===== src/rtl/sha_ctrl_pkg.sv =====
// Shared constants and FSM state type for the SHA-512 round control blocks.
package sha_ctrl_pkg;

  localparam int CNT_W           = 5;
  localparam int ROUNDS_PER_PASS = 32;
  localparam int DEFAULT_TIMEOUT = 40;

  typedef enum logic [2:0] {
    ST_IDLE,
    ST_START,
    ST_RUN,
    ST_OUT,
    ST_DRAIN
  } seq_state_t;

endpackage


===== src/rtl/sha_round_sequencer.sv =====
// Round sequencer: takes one block, drives PASSES start/done rounds on the
// 5-bit round counter, publishes {pass, cnt_value} and hands the result downstream.
module sha_round_sequencer
  import sha_ctrl_pkg::*;
#(
  parameter int PASSES  = 3,
  parameter int PASS_W  = 2,
  parameter int TIMEOUT = DEFAULT_TIMEOUT
) (
  input  logic                    clk,
  input  logic                    reset,
  input  logic                    blk_valid,
  output logic                    blk_ready,
  output logic                    cnt_start,
  input  logic [CNT_W-1:0]        cnt_value,
  input  logic                    cnt_done,
  output logic                    round_active,
  output logic [PASS_W+CNT_W-1:0] round_idx,
  output logic                    res_valid,
  input  logic                    res_ready,
  input  logic                    abort,
  output logic                    busy,
  output logic                    err,
  output seq_state_t              state_dbg
);

  localparam int                WD_W      = $clog2(TIMEOUT + 1);
  localparam logic [PASS_W-1:0] LAST_PASS = PASS_W'(PASSES - 1);
  localparam logic [WD_W-1:0]   WD_LAST   = WD_W'(TIMEOUT - 1);

  // Handshakes: a block transfers on a rising edge where blk_valid && blk_ready;
  // a result transfers on a rising edge where res_valid && res_ready. res_valid
  // never drops without a transfer except on abort or reset.

  seq_state_t        state;
  logic [PASS_W-1:0] pass;
  logic [WD_W-1:0]   wd;

  always_ff @(posedge clk or negedge reset) begin
    if (!reset) begin
      state     <= ST_IDLE;
      pass      <= '0;
      wd        <= '0;
      blk_ready <= 1'b1;
      cnt_start <= 1'b0;
      res_valid <= 1'b0;
      busy      <= 1'b0;
      err       <= 1'b0;
    end else begin
      unique case (state)
        ST_IDLE: begin
          if (blk_valid && !abort) begin
            state     <= ST_START;
            pass      <= '0;
            blk_ready <= 1'b0;
            cnt_start <= 1'b1;
            busy      <= 1'b1;
          end
        end
        ST_START: begin
          // The pulse is already out, so an abort here must still wait for done.
          cnt_start <= 1'b0;
          wd        <= '0;
          state     <= abort ? ST_DRAIN : ST_RUN;
        end
        ST_RUN: begin
          wd <= wd + 1'b1;
          if (abort) begin
            state <= ST_DRAIN;
            wd    <= '0;
          end else if (cnt_done) begin
            if (pass == LAST_PASS) begin
              state     <= ST_OUT;
              res_valid <= 1'b1;
            end else begin
              pass      <= pass + 1'b1;
              state     <= ST_START;
              cnt_start <= 1'b1;
            end
          end else if (wd == WD_LAST) begin
            state <= ST_DRAIN;
            wd    <= '0;
            err   <= 1'b1;
          end
        end
        ST_OUT: begin
          if (abort || res_ready) begin
            state     <= ST_IDLE;
            res_valid <= 1'b0;
            blk_ready <= 1'b1;
            busy      <= 1'b0;
          end
        end
        ST_DRAIN: begin
          wd <= wd + 1'b1;
          if (cnt_done || (wd == WD_LAST)) begin
            state     <= ST_IDLE;
            blk_ready <= 1'b1;
            busy      <= 1'b0;
            if (!cnt_done) err <= 1'b1;
          end
        end
        default: begin
          state     <= ST_IDLE;
          blk_ready <= 1'b1;
          cnt_start <= 1'b0;
          res_valid <= 1'b0;
          busy      <= 1'b0;
        end
      endcase
    end
  end

  // Index is gated so it reads zero whenever the counter value is not a live round.
  assign round_active = (state == ST_RUN) && !cnt_done;
  assign round_idx    = round_active ? {pass, cnt_value} : '0;
  assign state_dbg    = state;

endmodule

===== config.mk =====
export PLATFORM = sky130hd
export DESIGN_NAME = sha_round_sequencer
export DESIGN_NICKNAME = d
export VERILOG_FILES = /design/src/rtl/sha_ctrl_pkg.sv /design/src/rtl/sha_round_sequencer.sv
export SDC_FILE = /design/constraint.sdc
export NUM_CORES = 1
export LEC_CHECK = 0
export CAP_MARGIN = 25
export CORE_MARGIN = 3
export CORE_UTILIZATION = 49
export CTS_CLUSTER_SIZE = 16
export DETAILED_ROUTE_END_ITERATION = 8
export PLACE_DENSITY_LB_ADDON = 0.25
export SYNTH_ARGS = -nofsm -noshare
export SYNTH_HDL_FRONTEND = slang
export SYNTH_SLANG_ARGS = --single-unit

===== constraint.sdc =====
create_clock -name clk -period 3.02 [get_ports clk]
set_clock_uncertainty 0.1 [all_clocks]
set_input_delay 0.453 -clock clk [delete_from_list [all_inputs] [get_ports clk]]
set_output_delay 0.453 -clock clk [all_outputs]
set_load 0.01 [all_outputs]

-- Word-level counts from Yosys, hierarchy flattened
Cells that the tools add are included.
- add/sub/neg operators: 2
- eq/ne operators: 17
- mux-type cells: 41
- bitwise gates (word level): 3
- reductions and logical operators: 19
- operator list (kind ; number):
    $mux W3 ; 7
    $ne A2 B2 Y1 const B ; 10
    $mux W6 ; 3
    $pmux W6 S3 ; 1
    $mux W1 ; 17
    $pmux W3 S5 ; 1
    $reduce_and A5 Y1 ; 3
    $mux W2 ; 5
    $pmux W1 S4 ; 2
    $reduce_and A4 Y1 ; 2
    $mux W7 ; 1
    $add A6 B1 Y6 const B ; 1
    $eq A3 B2 Y1 const B ; 2
    $eq A6 B6 Y1 const B ; 1
    $pmux W1 S3 ; 2
    $reduce_and A6 Y1 ; 1
    $ne A4 B4 Y1 const B ; 1
    $pmux W2 S2 ; 1
    $reduce_bool A2 Y1 ; 2
    $reduce_or A2 Y1 ; 2
    $eq A3 B1 Y1 const B ; 1
    $eq A3 B3 Y1 const B ; 1
    $logic_not A3 Y1 ; 1
    $not A1 Y1 ; 3
    other kinds (8) ; 11
- register bits: 16
- input port bits: 11
- output and inout bits: 16
- word-level logic and storage cells: 90

-- Longest topological paths before layout
Gate-level depths: netlist of the first run.
- depth in word-level cells: 5
- depth in mapped cells: 6
- depth with buffers taken out: 6

-- Worst setup path before layout of the first run
OpenSTA, ideal clock, no wires.
- path type: register to output
- start point: register state[0] (netlist: state_dbg[0])
- end point: output round_idx[0]
- arrival: 1326 ps
- required time: 2467 ps
- path slack: 1141 ps
- stages on the path, launching flop included: 6
- path buffers: 2
- cell sequence: dfrtp_1 -> buf_6 -> or2_1 -> buf_6 -> nor3_4 -> and2_1
- word-level cells in the longest chain between the ends: 3
- RTL lines (item ; line ; text):
    start: declaration ; sha_round_sequencer.sv:35 ; seq_state_t state;
    start signal: assignment ; sha_round_sequencer.sv:64 ; state <= abort ? ST_DRAIN : ST_RUN;
    $eq A3 B2 Y1 ; sha_round_sequencer.sv:115 ; assign round_active = (state == ST_RUN) && !cnt_done;
    $logic_and A1 B1 Y1 ; sha_round_sequencer.sv:115 ;
    via round_active ; sha_round_sequencer.sv:17 ; output logic round_active,
    $mux W7 ; sha_round_sequencer.sv:116 ; assign round_idx = round_active ? {pass, cnt_value} : '0;
    end: declaration ; sha_round_sequencer.sv:18 ; output logic [PASS_W+CNT_W-1:0] round_idx,
The timed path passes the listed nets, and every way through them passes these cells.

-- Worst setup path in the final report of the first run
- start point: register state[0] (netlist: state_dbg[0])
- end point: output round_idx[3]
- word-level cells in the longest chain between the ends: 3
- RTL lines (item ; line):
    $eq A3 B2 Y1 ; sha_round_sequencer.sv:115
    $logic_and A1 B1 Y1 ; sha_round_sequencer.sv:115
    $mux W7 ; sha_round_sequencer.sv:116
Every way passes these cells.

==> results of run 1 <==
[routing by layer]
| metal | track usage | wire [um] | vias to the layer above |
|---|---|---|---|
| li1 | - | - | 530 |
| met1 | 0.304 | 1320 | 537 |
| met2 | 0.378 | 1480 | 46 |
| met3 | 0.0354 | 210 | 4 |
| met4 | 0.0705 | 38 | 0 |
| met5 | 0 | 0 | - |
[cell usage in the layout (no fill, tap or decap), types with 2 or more instances in the layout]
| cell | count |
|---|---|
| mux2i_1 | 2 |
| clkdlybuf4s50_1 | 26 |
| and3_1 | 2 |
| inv_1 | 8 |
| or2_2 | 2 |
| a21oi_1 | 9 |
| a21o_1 | 2 |
| and2_1 | 6 |
| nor3_4 | 2 |
| a211oi_1 | 2 |
| nor2_1 | 12 |
| a41oi_1 | 2 |
| nand4_1 | 3 |
| buf_4 | 4 |
| a31oi_1 | 4 |
| dfrtp_1 | 15 |
| nand2_1 | 13 |
| nand2b_1 | 4 |
| o2bb2ai_1 | 5 |
| nor2b_1 | 3 |
| ha_1 | 2 |
| clkbuf_4 | 3 |
| o221ai_1 | 3 |
| nor4_1 | 2 |
[state kept, by name (all words and copies together), names as in the netlist]
name and flops:
busy 1, state_dbg 3, wd 6, blk_ready 1, res_valid 1, pass 2, cnt_start 1, err 1
[metrics by stage]
stage	std cells	hold WS, ns	total power [mW]
after floorplan	135	0.0574	0.695
after global placement	180	0.354	0.846
after detailed placement	180	0.380	0.865
after CTS	184	0.405	1.02
after global routing	184	0.417	1.08
final	184	0.392	1.02
[cell usage after synthesis, types with 3 or more instances]
cell type | n | share of area
a31oi_1 | 4 | 0.022
clkbuf_1 | 4 | 0.013
nor2b_1 | 3 | 0.016
nand2_1 | 13 | 0.042
o221ai_1 | 3 | 0.023
dfrtp_1 | 15 | 0.32
a21oi_1 | 9 | 0.039
o2bb2ai_1 | 5 | 0.038
buf_2 | 6 | 0.026
and2_1 | 6 | 0.032
nor2_1 | 12 | 0.039
nand4_1 | 3 | 0.016
inv_1 | 8 | 0.026
nand2b_1 | 4 | 0.022
[logic make-up after synthesis]
kind of cell | Yosys count
compound gates | 38
xor+xnor | 1
fa+ha+maj | 2
buf+inv | 21
flops | 16
mux | 3
simple gates | 54
[power by group]
part	switching [mW]	internal [mW]	leakage [nW]
clock network	0.0760	0.0736	0.0210
registers	0.0294	0.272	0.206
logic	0.322	0.243	0.362
[worst min path at each step]
stage           from   end  slack (ns)  depth (start not counted)
5_1_grt          err   err        0.42                          2
4_1_cts          err   err        0.40                          2
3_3_place_gp     err   err        0.35                          2
3_5_place_dp     err   err        0.38                          2
2_1_floorplan  reset  busy        0.06                          0
6_report         err   err        0.39                          2
[cell type report]
| type | count | area, um2 | share of cell area |
|---|---|---|---|
| Clock buffer | 4 | 36.3 | 0.0250 |
| Multi-Input combinational cell | 98 | 658 | 0.453 |
| Inverter | 8 | 30.0 | 0.0207 |
| Tap cell | 28 | 35.0 | 0.0241 |
| Timing Repair Buffer | 30 | 290 | 0.200 |
| Sequential cell | 16 | 402 | 0.277 |
[critical path: stages (launching register included)]
cell and delay, ns:
dfrtp_1 0.38, or2_1 0.39, nor3_4 0.27, and2_1 0.17, clkdlybuf4s50_1 0.54
==> metrics.md, run 1 <==
| Metric | Value |
|---|---|
| Fin. Hold Viols | 0 |
| Initial antenna violation count | 0 |
| Inserted Clock Buffers | 3 |
| Routed WL per cell | 16.6 um |
| Hold Path Class | flip-flop to flip-flop |
| CTS clock-pin slew for the worst setup and hold paths | 0.10 ns |
| Port bufs | 26 |
| CTS resizes | 0 |
| End-of-flow core utilization | 0.650 |
| Pwr dens | ~700 nW/um2 |
| Required time of the critical path | 2.47 ns |
| Compound-Gate Fraction of Synth Area | 0.245 |
| Cell area after synthesis | 1160 um2 |
| Vias in the first global route | roughly 1.0k |
| DRC errors left | 0 |
| Site Rows | 17 |
| Worst setup path endpoint | round_idx[3] |
| Clk sinks | 16 |
| Final setup viols | 0 |
| Worst-margin pin slew | 0.743 ns |
| Sequential-to-total area share from yosys stat | 0.346 |
| Simple-Gate Fraction of Synth Area | 0.265 |
| CTS tree | yes |
| All-layer global routing usage | 0.229 |
| Clock Latency Late Sink | ~0.3 ns |
| Fmax | about 380 MHz |
| Finished Cell Area | around 1500 um2 |
| Crit path time final | 2.61 ns |
| Critical path class | flip-flop to output pin |
| Antenna viol nets, final | 0 |
| Gpl congestion | ~0.85 |
| Startpoint types | flip-flop |
| Post-synthesis xor/xnor area fraction | 0.00753 |
| Largest net degree at the start of global routing | 20 |
| Post-synth cell types | between 40 and 50 |
| Post-synthesis average cell area | ~8.6 um2 |
| Router iterations before antenna repair | 4 |
| Die Span Y | 54.7 um |
| # fillers | 193 |
| # nets final | 170 |
| Die X | approximately 55 um |
| CP max FO | 7 |
| Vias per inst | 6.07 |
| Mapped Cells | about 140 |
| Ys flop type | dfrtp_1 |
| Rel. slew slack | 0.503 |
| Worst endpoint data arrival time | roughly 2.1 ns |
| Mux share of post-synthesis cell area | 0.0269 |
| Initial Util | 0.520 |
| CORE AREA | 2230 um2 |
| DP Worst Slack | roughly 0.45 ns |
| Status | complete, no violations |
| Setup_tns | 0 ns |
| Hold_buf cts | 0 |
| Worst R2R Path Depth | 6 |
| Clk root buf | clkbuf_4 |
| Routed WL | slightly above 3000 um |
| Reg-to-reg endpoint | pass[1] |
| Synth warn | 0 |
| Global-route wire length before repair | between 4000 and 5000 um |
| Post-synth ARST share | 1.00 |
| Via count | between 1k and 1.5k |
| Start point of the critical path | state_dbg[0] |
| Final period util | 0.864 |
| Total congestion overflow | 0 |
| DP Area | about 1400 um2 |
| Die ar. | 2990 um2 |
| EDFF count, synth | 0 |
| Setup bufs post-CTS | 0 |
| Final WS setup | roughly 0.4 ns |
| Slew Viols, Final | 0 |
| Worst R2R Start | pass[0] |
| Synthesized Nets | about 150 |
| Post-synthesis adder-cell area fraction | 0.0215 |
| R2r setup slk | between 1 and 1.5 ns |
| Seq cells post-synth | 16 |
| Critical Path End Type | output pin |
| Antenna cells | 0 |
| Io pins | 27 |
| DRT iter0 DRCs | 53 |
| RSZ-0062 raised after global routing | false |
| Largest family of logic cells by synthesized area | simple AND/OR/NAND/NOR gates |
| CTS max path bufs | 2 |
| VDD IR max | approximately 0.46 mV |
| Area grow syn2layout | 24.9% |
| CTS HTree Levels | 1 |
| Max-Cap Viols | 0 |
| Leakage | around 0.6 nW |
| Share of layout cells above drive strength 1 | 0.115 |
| Post-DP HPWL | roughly 2200 um |
No activity file was read; power rests on OpenSTA's default activity.
==> inputs of run 2 (changes only) <==
--- a/config.mk
+++ b/config.mk
@@ -7,7 +7,7 @@
 export LEC_CHECK = 0
 export CAP_MARGIN = 25
 export CORE_MARGIN = 3
-export CORE_UTILIZATION = 49
+export CORE_UTILIZATION = 53
 export CTS_CLUSTER_SIZE = 16
 export DETAILED_ROUTE_END_ITERATION = 8
 export PLACE_DENSITY_LB_ADDON = 0.25
==> run 2 against run 1 <==
Effect of this change:
- combinational power shrank 2%
- utilization up 6.4 points
- die area fell by 6.7%
- sequential share of layout area rose by 0.17 points
- clock power decreased by 3%
- register-to-register slack barely moved
- hold slack better by 0.013 ns
- setup slack better by 0.039 ns
- critical path depth unchanged
- final area shrank 0.60%
==> metrics.md, run 2 (synthesis results as in run 1) <==
| Metric | Value |
|---|---|
| RSZ-0062 raised after global routing | false |
| Startpoint types | flip-flop |
| Io pins | 27 (unchanged) |
| CTS tree | yes |
| Initial Util | 0.575 (+0.0544) |
| Hold Path Class | flip-flop to flip-flop |
| Worst R2R Start | pass[0] |
| Worst R2R Path Depth | 6 (unchanged) |
| Inserted Clock Buffers | 3 (unchanged) |
| Port bufs | 26 (unchanged) |
| Critical path class | flip-flop to output pin |
| Commonest non-fill, non-tap cell in the layout | clkdlybuf4s50_1 |
| Fmax | 389 MHz (+1.5%) |
| Status | complete, no violations |
| Hold Path Sink | err |
| Site Rows | 16 (-1) |
| CTS HTree Levels | 1 (unchanged) |
| Setup bufs post-CTS | 0 (unchanged) |
| CP max FO | 7 (unchanged) |
| Gpl congestion | 0.854 (+0.31%) |
| Required time of the critical path | 2.47 ns (about the same) |
| Post-DP HPWL | 2080 um (-6.6%) |
| CORE AREA | 2020 um2 (-9.5%) |
| CTS resizes | 0 (unchanged) |
| Vias in the first global route | 1077 (+3.7%) |
| Crit path time final | 2.57 ns (-0.0390 ns) |
| Total congestion overflow | 0 (unchanged) |
| Setup_tns | 0 ns (unchanged) |
| Worst endpoint data arrival time | 2.02 ns (-0.04 ns) |
| Area grow syn2layout | 24.1% |
| Ordered cell list for the critical path | or2_1 > nor3_4 > and2_1 > clkdlybuf4s50_1 |
| Clk root buf | clkbuf_4 |
| Clock Latency Late Sink | 0.29 ns (about the same) |
| Biggest register | wd |
| End-of-flow core utilization | 0.713 (+0.0636) |
| Max incr delay on CP | 0.54 ns (about the same) |
| Slowest CP cell | clkdlybuf4s50_1 |
| DRT iter0 DRCs | 62 (+17%) |
| Routed WL | 2820 um (-7.3%) |
| Clk sinks | 16 (unchanged) |
| Leakage | 0.585 nW (-0.73%) |
| DRC errors left | 0 (unchanged) |
| Most frequent cells in the layout | 26 x clkdlybuf4s50_1, 15 x dfrtp_1, 13 x nand2_1, 12 x nor2_1, 9 x a21oi_1 |
| CTS max path bufs | 2 (unchanged) |
| Hold_buf cts | 0 (unchanged) |
| Die ar. | 2790 um2 (-6.7%) |
| Max-Cap Viols | 0 (unchanged) |
| Vias per inst | 6.10 (+0.47%) |
| Antenna cells | 0 (unchanged) |
| Hold Crit Start | err |
| Final period util | 0.851 (-0.0129) |
| Share of layout cells above drive strength 1 | 0.110 (-0.00571) |
| Pwr dens | 692 nW/um2 (-1.2%) |
| # nets final | 169 (-0.59%) |
| WHS | 0.406 ns (+0.0135 ns) |
| R2r setup slk | 1.34 ns (about the same) |
| Hold-critical path depth | 2 (unchanged) |
| Router iterations before antenna repair | 4 (unchanged) |
| Final setup viols | 0 (unchanged) |
| Routed WL per cell | 15.5 um (-6.3%) |
| All-layer global routing usage | 0.241 (+0.0121) |
| Initial antenna violation count | 0 (unchanged) |
| DP Worst Slack | 0.447 ns (-0.00123 ns) |
| VDD IR max | 0.618 mV (+34%) |
| Final WS setup | 0.450 ns (+0.0390 ns) |
| Max FFs per register | 6 (unchanged) |
| Slew Viols, Final | 0 (unchanged) |
| CTS clock-pin slew for the worst setup and hold paths | 0.10 ns (about the same) |
| Reg-to-reg endpoint | pass[1] |
| Die Span Y | 52.8 um (-3.4%) |
| Largest net degree at the start of global routing | 20 (unchanged) |
| Antenna viol nets, final | 0 (unchanged) |
| Global-route wire length before repair | 4940 um (unchanged) |
| Fin. Hold Viols | 0 (unchanged) |
| Total power | 0.998 mW (-1.8%) |
| Worst-margin pin slew | 0.726 ns (-0.0165 ns) |
| Rel. slew slack | 0.514 (+0.0110) |
| Via count | 1110 (-0.63%) |
| Critical Path End Type | output pin |
| Die X | 52.8 um (-3.4%) |
[run 2: changes by cell type in the layout (fill, tap and decap cells not counted)]
cell,delta
buf_4,-1
[run 2: worst max-delay path, delay by kind of cell (launching register included)]
kind / cells / cell delay (ns)
buffers and inverters: 1 / 0.54
DFF: 1 / 0.39
and+or+nand+nor: 3 / 0.81
[run 2: metal layers]
metal  share of wire  track usage  wire length [um]  vias to the layer above
met3           0.063       0.0370               177                        6
met1            0.43        0.312              1220                      529
met5               0            0                 0                        -
met2            0.50        0.411              1410                       47
met4          0.0074       0.0681                21                        0
li1                -            -                 -                      528
[run 2: how the worst max path moves through the flow]
stage,startpoint,end,slack [ns]
after floorplan,state_dbg[0],round_idx[0],1.14
after global placement,cnt_done,round_idx[6],0.52
after detailed placement,cnt_done,round_idx[3],0.45
after CTS,state_dbg[0],round_idx[3],0.44
after global routing,state_dbg[0],round_idx[2],0.33
final,state_dbg[0],round_idx[3],0.45
[run 2: power by group]
group          internal, mW  switching [mW]  leakage (nW)
clock                0.0734          0.0723        0.0210
combinational         0.238           0.315         0.358
sequential            0.272          0.0282         0.206
[run 2: layout make-up]
type                       count  area (um2)
inverter                       8        30.0
sequential                    16         402
clock buffer                   4        36.3
timing repair buffer          29         283
fill                         161         579
tap                           27        33.8
multi-input combinational     98         658
[run 2: per-stage QoR]
stage | cells | instance area, um2
after detailed placement | 178 | 1410
after CTS | 182 | 1440
after global routing | 182 | 1440
after global placement | 178 | 1410
after floorplan | 135 | 1160
final | 182 | 1440
==> inputs of run 3 (changes only) <==
--- a/config.mk
+++ b/config.mk
@@ -7,10 +7,12 @@
 export LEC_CHECK = 0
 export CAP_MARGIN = 25
 export CORE_MARGIN = 3
-export CORE_UTILIZATION = 53
+export CORE_UTILIZATION = 55
+export CTS_BUF_LIST = sky130_fd_sc_hd__clkbuf_4
 export CTS_CLUSTER_SIZE = 16
 export DETAILED_ROUTE_END_ITERATION = 8
 export PLACE_DENSITY_LB_ADDON = 0.25
+export SLEW_MARGIN = 25
 export SYNTH_ARGS = -nofsm -noshare
 export SYNTH_HDL_FRONTEND = slang
 export SYNTH_SLANG_ARGS = --single-unit
==> run 3 against run 2 <==
Effect of this change:
- first-iteration DRC count shrank 8.1%
- sequential share of layout area grew 0.12 points
- critical path depth is the same
- fmax grew 0.16%
- sequential cell count is the same
- largest cell class unchanged
- highest routed layer unchanged
==> metrics.md, run 3 (synthesis results as in run 1) <==
| Metric | Value |
|---|---|
| Status | complete, no violations |
| Inserted Clock Buffers | 3 (unchanged) |
| Hold_buf cts | 0 (unchanged) |
| Clock Latency Late Sink | 0.30 ns (about the same) |
| Antenna viol nets, final | 0 (unchanged) |
| # nets final | 169 (unchanged) |
| Routed WL | 2960 um (+4.9%) |
| WL met1 | 1210 um (-0.41%) |
| CTS max path bufs | 2 (unchanged) |
| Setup_tns | 0 ns (unchanged) |
| Largest net degree at the start of global routing | 20 (unchanged) |
| Critical Path End Type | output pin |
| Setup bufs post-CTS | 0 (unchanged) |
| Total congestion overflow | 0 (unchanged) |
| DRT iter0 DRCs | 57 (-8.1%) |
| CTS clock-pin slew for the worst setup and hold paths | 0.10 ns (about the same) |
| Required time of the critical path | 2.47 ns (about the same) |
| CP max FO | 7 (unchanged) |
| Top layer in use | met4 |
| Hold Path Class | flip-flop to flip-flop |
| Global-route wire length before repair | 5040 um (+2.1%) |
| Post-Place Cells | 178 (unchanged) |
| Final setup viols | 0 (unchanged) |
| Router iterations before antenna repair | 5 (+1) |
| Biggest register | wd |
| Die Span Y | 52.0 um (-1.6%) |
| Antenna cells | 0 (unchanged) |
| Fin cells | 182 (unchanged) |
| Io pins | 27 (unchanged) |
| Fmax | 390 MHz (+0.16%) |
| Vias in the first global route | 1068 (-0.84%) |
| Rel. slew slack | 0.505 (-0.00938) |
| Startpoint types | input port |
| Metal3 WL | 216 um (+22%) |
| RSZ-0062 raised after global routing | false |
| Clk root buf | clkbuf_4 |
| Worst endpoint data arrival time | 2.01 ns (about the same) |
| Area grow syn2layout | 23.6% |
| CTS resizes | 0 (unchanged) |
| Slew Viols, Final | 0 (unchanged) |
| Critical path class | input port to output pin |
| Fin. Hold Viols | 0 (unchanged) |
| Via count | 1110 (unchanged) |
| Most frequent cells in the layout | 26 x clkdlybuf4s50_1, 15 x dfrtp_1, 13 x nand2_1, 12 x nor2_1, 9 x a21oi_1 |
| Die ar. | 2700 um2 (-3.2%) |
| Site Rows | 16 (unchanged) |
| Post-DP HPWL | 2110 um (+1.5%) |
| Max-Cap Viols | 0 (unchanged) |
| Initial antenna violation count | 0 (unchanged) |
| Gpl congestion | 0.885 (+3.7%) |
| Share of layout cells above drive strength 1 | 0.110 (unchanged) |
| CTS tree | yes |
| CTS HTree Levels | 1 (unchanged) |
| Crit path time final | 2.57 ns (-0.00405 ns) |
| Final period util | 0.850 (-0.00134) |
| Initial Util | 0.586 (+0.0116) |
| VDD IR max | 0.491 mV (-21%) |
| Met2 wire len | 1440 um (+2.3%) |
| All-layer global routing usage | 0.258 (+0.0168) |
| DRC errors left | 0 (unchanged) |
| Pwr dens | 686 nW/um2 (-0.84%) |
| Max FFs per register | 6 (unchanged) |
| CORE AREA | 1980 um2 (-2.0%) |
| Port bufs | 26 (unchanged) |
| Worst-margin pin slew | 0.740 ns (+0.0140 ns) |
| Leakage | 0.582 nW (-0.44%) |
| Clk sinks | 16 (unchanged) |
| Commonest non-fill, non-tap cell in the layout | clkdlybuf4s50_1 |
| Die X | 52.0 um (-1.6%) |
| Vias per inst | 6.10 (unchanged) |
| Routed WL per cell | 16.3 um (+4.9%) |
run 3: layout make-up:
cell class	instances	area (um2)
well taps	27	33.8
fillers	143	546
clock buffers	4	30.0
multi-input cells	98	658
inverters	8	30.0
flip-flops and latches	16	402
repair buffers	29	283
run 3: worst paths after layout:
check	start	end	slack, ns	cells past startpoint
max in group asynchronous	reset	cnt_start	1.87	1
min in group asynchronous	reset	err	0.48	1
setup / recovery	cnt_done	round_idx[2]	0.45	4
hold / removal	err	err	0.38	2
setup reg to reg	pass[0]	pass[1]	1.24	6
hold reg to reg	err	err	0.38	2
run 3: per-stage QoR:
step	utilization	power [mW]	hold slack, ns	setup WS (ns)	cell area (um2)
6_report	0.725	0.986	0.381	0.454	1440
3_5_place_dp	0.710	0.848	0.362	0.462	1410
5_1_grt	0.725	1.06	0.396	0.379	1440
4_1_cts	0.725	0.986	0.387	0.455	1440
2_1_floorplan	-	0.695	0.0574	1.14	1160
3_3_place_gp	0.710	0.834	0.349	0.525	1410
run 3: power breakdown:
part           internal (mW)  total (mW)  switching (mW)
Combinational          0.238       0.552           0.314
Sequential             0.272       0.300          0.0277
Clock                 0.0605       0.134          0.0739
run 3: metal layers:
layer,global-route usage,vias to the layer above
met3,0.0544,9
met4,0.162,0
li1,-,526
met1,0.334,522
met5,0,-
met2,0.387,53
run 3: critical path, stage by stage:
cell	delay, ns
clkdlybuf4s50_1	0.57
nor3_4	0.29
and2_1	0.16
clkdlybuf4s50_1	0.54
